--- src/rtl/sys_array_sched.sv ---
`default_nettype none
// ============================================================================
//  Module   : sys_array_sched
//  Purpose  : Operand scheduler for the 2x2 systolic array. Holds the A-row
//             and B-column vectors, streams them into the array's two edge
//             lanes (lane 1 skewed one accepted beat behind lane 0), then
//             waits for array completion and reports done/err.
//  Options  : SCHED_TIMEOUT_EN - enables the DRAIN watchdog (TO_CYC cycles).
//  Revision : 1.0 - initial release
// ============================================================================
module sys_array_sched #(
    parameter int N_MAX  = 8,
    parameter int DW     = 32,
    parameter int TO_CYC = 64
) (
    input  logic                       clk,
    input  logic                       rst,
    // operand load port
    input  logic                       ld_valid,
    output logic                       ld_ready,
    input  logic [1:0]                 ld_sel,
    input  logic [$clog2(N_MAX)-1:0]   ld_idx,
    input  logic [DW-1:0]              ld_dat,
    // job control
    input  logic                       start,
    input  logic [$clog2(N_MAX+1)-1:0] n_len,
    output logic                       busy,
    output logic                       done,
    output logic                       err,
    // lane 0: r1c1 row_in / col_in
    output logic [DW-1:0]              l0_a_dat,
    output logic [DW-1:0]              l0_b_dat,
    output logic                       l0_valid,
    input  logic                       l0_a_ready,
    input  logic                       l0_b_ready,
    // lane 1: r2c1 row_in / r1c2 col_in
    output logic [DW-1:0]              l1_a_dat,
    output logic [DW-1:0]              l1_b_dat,
    output logic                       l1_valid,
    input  logic                       l1_a_ready,
    input  logic                       l1_b_ready,
    // array status
    input  logic                       arr_comp_done,
    input  logic                       arr_error
);

    localparam int c_IW    = $clog2(N_MAX);
    localparam int c_CW    = $clog2(N_MAX + 1);
    localparam int c_DEPTH = 1 << c_IW;

    typedef enum logic [1:0] {
        IDLE  = 2'd0,
        FEED  = 2'd1,
        DRAIN = 2'd2,
        FIN   = 2'd3
    } state_t;

    state_t          r_state, w_state_nxt;
    logic [c_CW-1:0] r_len, r_ctr0, r_ctr1, w_ctr0_nxt, w_ctr1_nxt;
    logic            r_l1_en, r_busy, r_done, r_err;
    logic            w_done_set, w_err_set, w_start_ok, w_timeout;
    logic            w_ld_fire, w_idx_ok, w_len_ok;
    logic            w_l0_valid, w_l1_valid, w_l0_fire, w_l1_fire;
    logic [31:0]     w_idx_ext;

    // Storage is sized to the full index range so every read index is in bounds.
    logic [DW-1:0] r_a1 [c_DEPTH];
    logic [DW-1:0] r_a2 [c_DEPTH];
    logic [DW-1:0] r_b1 [c_DEPTH];
    logic [DW-1:0] r_b2 [c_DEPTH];

    assign ld_ready  = (r_state == IDLE);
    assign w_ld_fire = ld_valid & ld_ready;
    assign w_idx_ext = 32'(ld_idx);
    assign w_idx_ok  = (w_idx_ext < 32'(N_MAX));
    assign w_len_ok  = (n_len != '0) && (32'(n_len) <= 32'(N_MAX));

    // Lane handshakes; the counter compare gates valid so counters saturate at len.
    assign w_l0_valid = (r_state == FEED) && (r_ctr0 != r_len);
    assign w_l1_valid = (r_state == FEED) && r_l1_en && (r_ctr1 != r_len);
    assign w_l0_fire  = w_l0_valid & l0_a_ready & l0_b_ready;
    assign w_l1_fire  = w_l1_valid & l1_a_ready & l1_b_ready;
    assign w_ctr0_nxt = r_ctr0 + {{(c_CW-1){1'b0}}, w_l0_fire};
    assign w_ctr1_nxt = r_ctr1 + {{(c_CW-1){1'b0}}, w_l1_fire};

    assign l0_valid = w_l0_valid;
    assign l1_valid = w_l1_valid;
    assign l0_a_dat = r_a1[r_ctr0[c_IW-1:0]];
    assign l0_b_dat = r_b1[r_ctr0[c_IW-1:0]];
    assign l1_a_dat = r_a2[r_ctr1[c_IW-1:0]];
    assign l1_b_dat = r_b2[r_ctr1[c_IW-1:0]];

    assign busy = r_busy;
    assign done = r_done;
    assign err  = r_err;

`ifdef SCHED_TIMEOUT_EN
    localparam int c_TW = $clog2(TO_CYC + 1);
    logic [c_TW-1:0] r_to_cnt;

    // DRAIN watchdog: counts cycles spent in DRAIN, restarts on every entry.
    always_ff @(posedge clk or posedge rst) begin
        if (rst) begin
            r_to_cnt <= '0;
        end else if (r_state == DRAIN) begin
            r_to_cnt <= r_to_cnt + 1'b1;
        end else begin
            r_to_cnt <= '0;
        end
    end

    // Last allowed DRAIN cycle; FIN then lands exactly TO_CYC cycles after entry.
    assign w_timeout = (r_to_cnt == c_TW'(TO_CYC - 1));
`else
    // Watchdog compiled out; TO_CYC is positive so this tie-off is constant 0.
    localparam bit c_TO_NEVER = (TO_CYC < 0);
    assign w_timeout = c_TO_NEVER;
`endif

    // Operand write port; deliberately unreset so a job can be re-run after reset.
    always_ff @(posedge clk) begin
        if (w_ld_fire && w_idx_ok) begin
            case (ld_sel)
                2'd0:    r_a1[ld_idx] <= ld_dat;
                2'd1:    r_a2[ld_idx] <= ld_dat;
                2'd2:    r_b1[ld_idx] <= ld_dat;
                default: r_b2[ld_idx] <= ld_dat;
            endcase
        end
    end

    // Next-state and event decode.
    always_comb begin
        w_state_nxt = r_state;
        w_done_set  = 1'b0;
        w_err_set   = 1'b0;
        w_start_ok  = 1'b0;
        case (r_state)
            IDLE: begin
                if (start) begin
                    if (w_len_ok) begin
                        w_start_ok  = 1'b1;
                        w_state_nxt = FEED;
                    end else begin
                        w_err_set  = 1'b1;
                        w_done_set = 1'b1;
                    end
                end
                if (w_ld_fire && !w_idx_ok) begin
                    w_err_set = 1'b1;
                end
            end
            FEED: begin
                if (arr_error) begin
                    w_err_set   = 1'b1;
                    w_state_nxt = FIN;
                end else if ((w_ctr0_nxt == r_len) && (w_ctr1_nxt == r_len)) begin
                    w_state_nxt = DRAIN;
                end
            end
            DRAIN: begin
                if (arr_error) begin
                    w_err_set   = 1'b1;
                    w_state_nxt = FIN;
                end else if (arr_comp_done) begin
                    w_state_nxt = FIN;
                end else if (w_timeout) begin
                    w_err_set   = 1'b1;
                    w_state_nxt = FIN;
                end
            end
            default: w_state_nxt = IDLE;
        endcase
        // FIN is only ever entered from FEED/DRAIN, so this marks the FIN cycle.
        if (w_state_nxt == FIN) begin
            w_done_set = 1'b1;
        end
    end

    // State, counters and registered status outputs.
    always_ff @(posedge clk or posedge rst) begin
        if (rst) begin
            r_state <= IDLE;
            r_len   <= '0;
            r_ctr0  <= '0;
            r_ctr1  <= '0;
            r_l1_en <= 1'b0;
            r_busy  <= 1'b0;
            r_done  <= 1'b0;
            r_err   <= 1'b0;
        end else begin
            r_state <= w_state_nxt;
            r_busy  <= (w_state_nxt == FEED) || (w_state_nxt == DRAIN);
            r_done  <= w_done_set;
            if (w_err_set) begin
                r_err <= 1'b1;
            end else if (w_start_ok) begin
                r_err <= 1'b0;
            end
            if (w_start_ok) begin
                r_len   <= n_len;
                r_ctr0  <= '0;
                r_ctr1  <= '0;
                r_l1_en <= 1'b0;
            end else if (r_state == FEED) begin
                r_ctr0 <= w_ctr0_nxt;
                r_ctr1 <= w_ctr1_nxt;
                if (w_l0_fire) begin
                    r_l1_en <= 1'b1;
                end
            end
        end
    end

endmodule
`default_nettype wire

--- config.mk ---
export PLATFORM = sky130hd
export DESIGN_NAME = sys_array_sched
export DESIGN_NICKNAME = d
export VERILOG_FILES = /design/src/rtl/sys_array_sched.sv
export SDC_FILE = /design/constraint.sdc
export NUM_CORES = 1
export LEC_CHECK = 0
export CORE_MARGIN = 4
export CORE_UTILIZATION = 45
export DETAILED_ROUTE_END_ITERATION = 8
export PLACE_DENSITY = 0.75
export SKIP_CTS_REPAIR_TIMING = 1
export SYNTH_ARGS = -nofsm -noshare
export SYNTH_HDL_FRONTEND = slang
export SYNTH_SLANG_ARGS = --single-unit
export TNS_END_PERCENT = 100
--- constraint.sdc ---
create_clock -name clk -period 3.13 [get_ports clk]
set_clock_uncertainty 0.15 [all_clocks]
set_input_delay 0.313 -clock clk [delete_from_list [all_inputs] [get_ports clk]]
set_output_delay 0.313 -clock clk [all_outputs]
set_load 0.01 [all_outputs]
Word-level counts from Yosys, hierarchy flattened

Memory sizes are Yosys's and may differ from the RTL's.
Cells that the tools add are included.

$add $sub $neg: 2
Order comparisons: 2
Eq/ne operators: 11
Multiplexer cells: 38
Bitwise gates (word level): 5
Reduce and logical (&&, ||, !) cells: 18

Operator list:

| cell                                                | count |
|---|---|
| 2-to-1 mux 1 bit                                    | 26 |
| 2-to-1 mux 4 bit                                    | 4 |
| 2-to-1 mux 2 bit                                    | 6 |
| adder 4 x 1 -> 4 bit                                | 2 |
| == test 2 bit (second input constant)               | 4 |
| == test 4 bit                                       | 2 |
| != test 4 bit                                       | 2 |
| logical AND 1 bit                                   | 7 |
| == test 2 x 1 -> 1 bit (second input constant)      | 3 |
| one-hot mux 2 bit (3 select lines)                  | 1 |
| nonzero test 2 bit                                  | 3 |
| bitwise AND 1 bit                                   | 5 |
| <= comparator 4 bit (second input constant)         | 1 |
| zero test 2 bit                                     | 2 |
| < comparator 3 x 4 -> 1 bit (second input constant) | 1 |
| nonzero test 4 bit                                  | 1 |
| OR reduction 3 bit                                  | 1 |
| one-hot mux 1 bit (2 select lines)                  | 1 |
| AND reduction 2 bit                                 | 1 |
| OR reduction 2 bit                                  | 1 |
| zero test 1 bit                                     | 1 |
| logical OR 1 bit                                    | 1 |

Register bits: 18
Bits in writable memories: 1,024
Output and inout bits: 134
Memories kept: 4

Memory list:

| name | depth | width | read ports | clocked after Yosys merged registers in | wr ports | RTL line | text |
|---|---|---|---|---|---|---|---|
| r_a1 | 8     | 32    | 1          | 0                                       | 1        | 67       | `logic [DW-1:0] r_a1 [c_DEPTH];` |
| r_a2 | 8     | 32    | 1          | 0                                       | 1        | 68       | `logic [DW-1:0] r_a2 [c_DEPTH];` |
| r_b1 | 8     | 32    | 1          | 0                                       | 1        | 69       | `logic [DW-1:0] r_b1 [c_DEPTH];` |
| r_b2 | 8     | 32    | 1          | 0                                       | 1        | 70       | `logic [DW-1:0] r_b2 [c_DEPTH];` |

Logic depth before layout (Yosys ltp)

Word-level depth: 13
Mapped depth: 15
Mapped depth without buffers: 14

Worst setup path before layout

Ideal clock, no wire load.

Path type: register to register
Start: register r_state[0]
End: memory r_a1[0][0] (enable)
Arrival: 2.842 ns
Data required time: 2.559 ns
Setup slack: -0.283 ns
Stages on the path, launching flop included: 8
Buffers on the path: 2
Clock period less this slack: 3.413 ns
Path through: dfrtp_1 > inv_1 > ha_1 > clkbuf_1 > nand2_1 > or3_1 > clkbuf_1 > nor2_1

Longest elaborated chain between the ends: 5

RTL lines:

| element                                | RTL line | text |
|---|---|---|
| start: declaration                     | 58       | `state_t r_state, w_state_nxt;` |
| start signal: assignment               | 192      | `r_state <= w_state_nxt;` |
| zero test 2 bit                        | 72       | `assign ld_ready = (r_state == IDLE);` |
| via ld_ready                           | 20       | `output logic ld_ready,` |
| bitwise AND 1 bit                      | 73       | `assign w_ld_fire = ld_valid & ld_ready;` |
| logical AND 1 bit                      | 122      | `if (w_ld_fire && w_idx_ok) begin` |
| 2-to-1 mux 1 bit                       | 122      |  |
| 2-to-1 mux 1 bit (not written as such) | 124      | `2'd0: r_a1[ld_idx] <= ld_dat;` |
| end: declaration                       | 67       |  |

The timed path passes the listed nets, and every way through them passes these cells.

Worst setup path in the final report

Start: register r_ctr0[0]
End: register r_busy, in the netlist busy

Longest elaborated chain between the ends: 12

RTL lines:

| element                                                        | RTL line | text |
|---|---|---|
| start: declaration                                             | 59       | `logic [c_CW-1:0] r_len, r_ctr0, r_ctr1, w_ctr0_nxt, w_ctr1_nxt;` |
| start signal: assignment                                       | 206      | `r_ctr0 <= w_ctr0_nxt;` |
| != test 4 bit                                                  | 79       | `assign w_l0_valid = (r_state == FEED) && (r_ctr0 != r_len);` |
| logical AND 1 bit                                              | 79       |  |
| bitwise AND 1 bit (2 in a row)                                 | 81       | `assign w_l0_fire = w_l0_valid & l0_a_ready & l0_b_ready;` |
| adder 4 x 1 -> 4 bit *                                         | 83       | `assign w_ctr0_nxt = r_ctr0 + {{(c_CW-1){1'b0}}, w_l0_fire};` |
| == test 4 bit *                                                | 157      | `end else if ((w_ctr0_nxt == r_len) && (w_ctr1_nxt == r_len)) begin` |
| logical AND 1 bit *                                            | 157      |  |
| 2-to-1 mux 2 bit *                                             | 157      |  |
| 2-to-1 mux 2 bit *                                             | 154      | `if (arr_error) begin` |
| one-hot mux 2 bit (3 select lines) *                           | 138      | `case (r_state)` |
| via w_state_nxt[1]                                             | 58       |  |
| == test 2 x 1 -> 1 bit / == test 2 bit (equally long branches) | 193      | `r_busy <= (w_state_nxt == FEED) \|\| (w_state_nxt == DRAIN);` |
| logical OR 1 bit *                                             | 193      |  |
| end signal: assignment                                         | 193      |  |
| end: declaration                                               | 60       | `logic r_l1_en, r_busy, r_done, r_err;` |

Mark *: on every way through the listed nets, which the timed path passes. The rest lies on a longest branch.
A chain may end at the register's enable or synchronous reset.

==> run metrics <==
top-level port count around 190; worst voltage drop across the vdd grid 453.0 uV; kind of start point of the critical path flip-flop; Syn Std Cell Area 39,770 sq um; clock latency of the later-clocked register in the worst-skew pair 0.64 ns; via density per instance 5.811; Post-Route WL 96.33 mm; initial detailed-routing violation count 2,167; CP delay by family, top compound AO/OA/AOI/OAI gates; path class of the lowest-slack min-delay path in2reg; Tot GR Track Use 0.1884; count of filler cells inserted in the layout between 6k and 7k; GP Congestion slightly above 0.8; areal power density over the cells between 700 and 800 nW/um^2; Net count, final 2,073; count of mapped cells out of synthesis 1,642; count of flip-flops with a built-in enable after synthesis 1,024; worst reg2reg path depth 11; remaining number of nets flagged by the antenna check after routing 0; slew at the pin closest to its max-slew limit roughly 0.72 ns; total count of hold-check failures in the final report 0; Post-DP HPWL between 40 and 50 mm; core utilization of the finished layout 0.5582; reg-to-reg critical path startpoint r_ctr0[0]; Max Cap Violations 0; number of endpoints failing setup at the final stage 25; Async S/R FF share, synth 0.01727; Avg Cell Area, Syn 24.22 sq um; number of buffers and inverters on the critical path 0; Cell Count, Final, Fillers Out around 3.3k; sink count of the clock tree about 1.0k; clock tree from TritonCTS yes; Static Leak 15.89 nW; number of CTS-inserted buffers roughly 100; instance count along the most critical hold path 2; worst-case setup margin in the final layout -0.1251 ns; Wirelength per Cell slightly below 30 um; vias in the first global route around 19k; clock buffer depth 3; Min-Delay Endpoint r_len[3]; startpoint of the most critical hold path n_len[2]; multi-input logic area 8513 sq um; clock period minus final worst setup slack between 3 and 4 ns; fraction of layout instances using a drive strength above 1 0.3790; CP Data Arrival Time 3.62 ns; Slew HR 0.5162; highest clock rate between 0.3 and 0.4 GHz; CP cell instances xor2_1 -> o41a_1 -> and3_4 -> ha_4 -> ha_4 -> and3_4 -> o22ai_2 -> a211oi_2 -> o21ai_2 -> a211oi_2 -> ha_2; Crit. End Element flip-flop; Clock Root Buffer sky130_fd_sc_hd__clkbuf_16; wire length of the first global-routing pass 129.1 mm; overall die area ~93,000 sq um; final std cell area, no fill 48,650 sq um; unrepaired setup endpoints after global routing yes; number of distinct library cells after synthesis 36; worst slack after detailed placement -0.2087 ns; Port Buffer Count 184; critical setup path kind reg2reg; Post-synth top flop sky130_fd_sc_hd__edfxtp_1; H-Tree Depth 3; Slew Viols, Final 0; largest driver fanout on the critical path 4; Via Count 18.91k; violated checks setup timing; initial antenna violation count 6; starting density of the core 0.4563; Congestion Overflow GR 0; die height 305.3 um; pin count of the biggest net entering global routing 133; reg-to-reg critical path endpoint busy; number of search-and-repair iterations in the first detailed-routing pass 5; number of warnings reported in the yosys synthesis log 0; delay of the slowest cell on the worst path 0.57 ns; area of the core 87,160 sq um; total DRC errors in the routed layout 0; data required time of the worst path approximately 3.5 ns; final clock period utilization by the worst path 1.040; sum of internal, switching and leakage power 0.03569 W; CTS clock-pin slew for the worst setup and hold paths 0.06 ns; combined flip-flop and latch cell area 31,220 sq um; setup slack of the most critical reg-to-reg path -0.13 ns; die width 305.3 um; placed instance area 44,000 sq um; highest-delay cell along the critical path sky130_fd_sc_hd__dfrtp_4; Synthesized Nets 1,702; number of placed instances, taps included 2,993; run status finished, violations left; Rows 108; register area share after synthesis 0.7845; post-synthesis register bit count 1,042; area delta synth->final 22.33%
worst max path at each step:
stage / start / end / slack (ns) / cells after the start
6_report: r_ctr0[0] / busy / -0.13 / 11
3_3_place_gp: r_ctr0[2] / done / -0.06 / 12
4_1_cts: r_ctr1[2] / l1_b_dat[8] / -0.59 / 4
2_1_floorplan: r_state[0] / r_a1[0][0] / -0.28 / 7
5_1_grt: r_ctr0[0] / l0_b_dat[22] / -0.18 / 8
3_5_place_dp: r_ctr0[2] / done / -0.21 / 12
cells by family (layout without fill, tap and decap cells):
| logic type | count (synthesis) | count (layout) | synth area share |
|---|---|---|---|
| flip-flops | 1042 | 1042 | 0.7845 |
| AND/OR/NAND/NOR | 81 | 81 | 0.009407 |
| XOR/XNOR | 17 | 17 | 0.003744 |
| AO/OA/AOI/OAI | 16 | 16 | 0.002831 |
| other | 0 | 4 | 0 |
| multiplexers | 392 | 392 | 0.1833 |
| adder cells (fa/ha/maj) | 9 | 9 | 0.002831 |
| buffers and inverters | 85 | 538 | 0.01337 |
cells in the mapped netlist (all sizes together), types with 3 or more instances:
cell type | instances | area, sq um
edfxtp | 1024 | 30750
a211oi | 3 | 22.52
nand4 | 3 | 18.77
xnor2 | 9 | 78.83
nand2 | 9 | 33.78
mux2 | 131 | 1475
nand3b | 3 | 22.52
ha | 9 | 112.6
nor3 | 5 | 25.02
nand3 | 3 | 15.01
buf | 57 | 426.7
mux4 | 256 | 5766
inv | 4 | 15.01
o21ai | 4 | 20.02
mux2i | 5 | 50.05
dfrtp | 18 | 450.4
xor2 | 8 | 70.07
clkbuf | 24 | 90.09
and3 | 6 | 37.54
nor2 | 45 | 168.9
flip-flops by register name, indices dropped and copies added (netlist names), 2 cells and up:
name	flops
r_ctr1	4
r_b1	256
r_state	2
r_ctr0	4
r_a2	256
r_a1	256
r_b2	256
r_len	4
worst register-to-register path: cells and delay by family (launching register included):
| family | cells | cell delay [ns] |
|---|---|---|
| adder cells (fa/ha/maj) | 3 | 0.78 |
| flip-flops | 1 | 0.57 |
| AND/OR/NAND/NOR | 2 | 0.41 |
| AO/OA/AOI/OAI | 5 | 1.05 |
| XOR/XNOR | 1 | 0.18 |
layout make-up:
type / instances / share of cell area
Sequential cell: 1042 / 0.6418
Antenna cell: 4 / 0.0002057
Tap cell: 1155 / 0.02970
Timing Repair Buffer: 349 / 0.08760
Multi-Input combinational cell: 515 / 0.1750
Clock inverter: 56 / 0.009979
Clock buffer: 129 / 0.05542
Inverter: 4 / 0.0003086
layer usage:
metal,share of wire,track usage,up-vias
met3,0.094,0.04369,117
met5,0.00027,0,-
met4,0.021,0.04622,4
met1,0.39,0.2639,10048
met2,0.49,0.3044,1011
li1,-,-,7730
cell usage in the layout, fill, tap and decap left out, types with 4 or more instances in the layout:
master,synthesis,routed
sky130_fd_sc_hd__buf_6,24,16
sky130_fd_sc_hd__mux2_2,131,95
sky130_fd_sc_hd__buf_12,0,45
sky130_fd_sc_hd__buf_8,0,6
sky130_fd_sc_hd__clkinv_2,0,20
sky130_fd_sc_hd__mux2i_1,5,5
sky130_fd_sc_hd__inv_6,0,4
sky130_fd_sc_hd__clkbuf_2,0,42
sky130_fd_sc_hd__diode_2,0,4
sky130_fd_sc_hd__nand2_1,9,9
sky130_fd_sc_hd__clkinv_1,0,21
sky130_fd_sc_hd__mux2_4,0,36
sky130_fd_sc_hd__xor2_1,8,8
sky130_fd_sc_hd__clkdlybuf4s50_1,0,56
sky130_fd_sc_hd__buf_4,1,71
sky130_fd_sc_hd__clkbuf_1,24,25
sky130_fd_sc_hd__inv_1,4,4
sky130_fd_sc_hd__clkbuf_16,0,122
sky130_fd_sc_hd__bufinv_16,0,8
sky130_fd_sc_hd__ha_1,9,4
sky130_fd_sc_hd__nor3_1,5,4
sky130_fd_sc_hd__xnor2_1,9,9
sky130_fd_sc_hd__buf_16,0,11
sky130_fd_sc_hd__dfrtp_4,0,6
sky130_fd_sc_hd__mux4_2,256,256
sky130_fd_sc_hd__edfxtp_1,1024,1024
sky130_fd_sc_hd__dlymetal6s2s_1,0,81
sky130_fd_sc_hd__nor2_1,45,13
sky130_fd_sc_hd__nor2_4,0,32
sky130_fd_sc_hd__dfrtp_1,18,11
per-stage QoR:
stage	setup TNS, ns	hold WS [ns]
after floorplan	-72.47	0.1016
after global placement	-0.06495	0.3646
after detailed placement	-0.3788	0.3782
after CTS	-62.35	-0.05855
after global routing	-3.641	0.2148
final	-1.612	0.1986
power breakdown:
group,switching [W],internal (W)
Combinational,0.00383,0.00452
Sequential,0.000121,0.0155
Clock,0.00495,0.00674
Note: power is estimated with default switching activity, not from simulation.
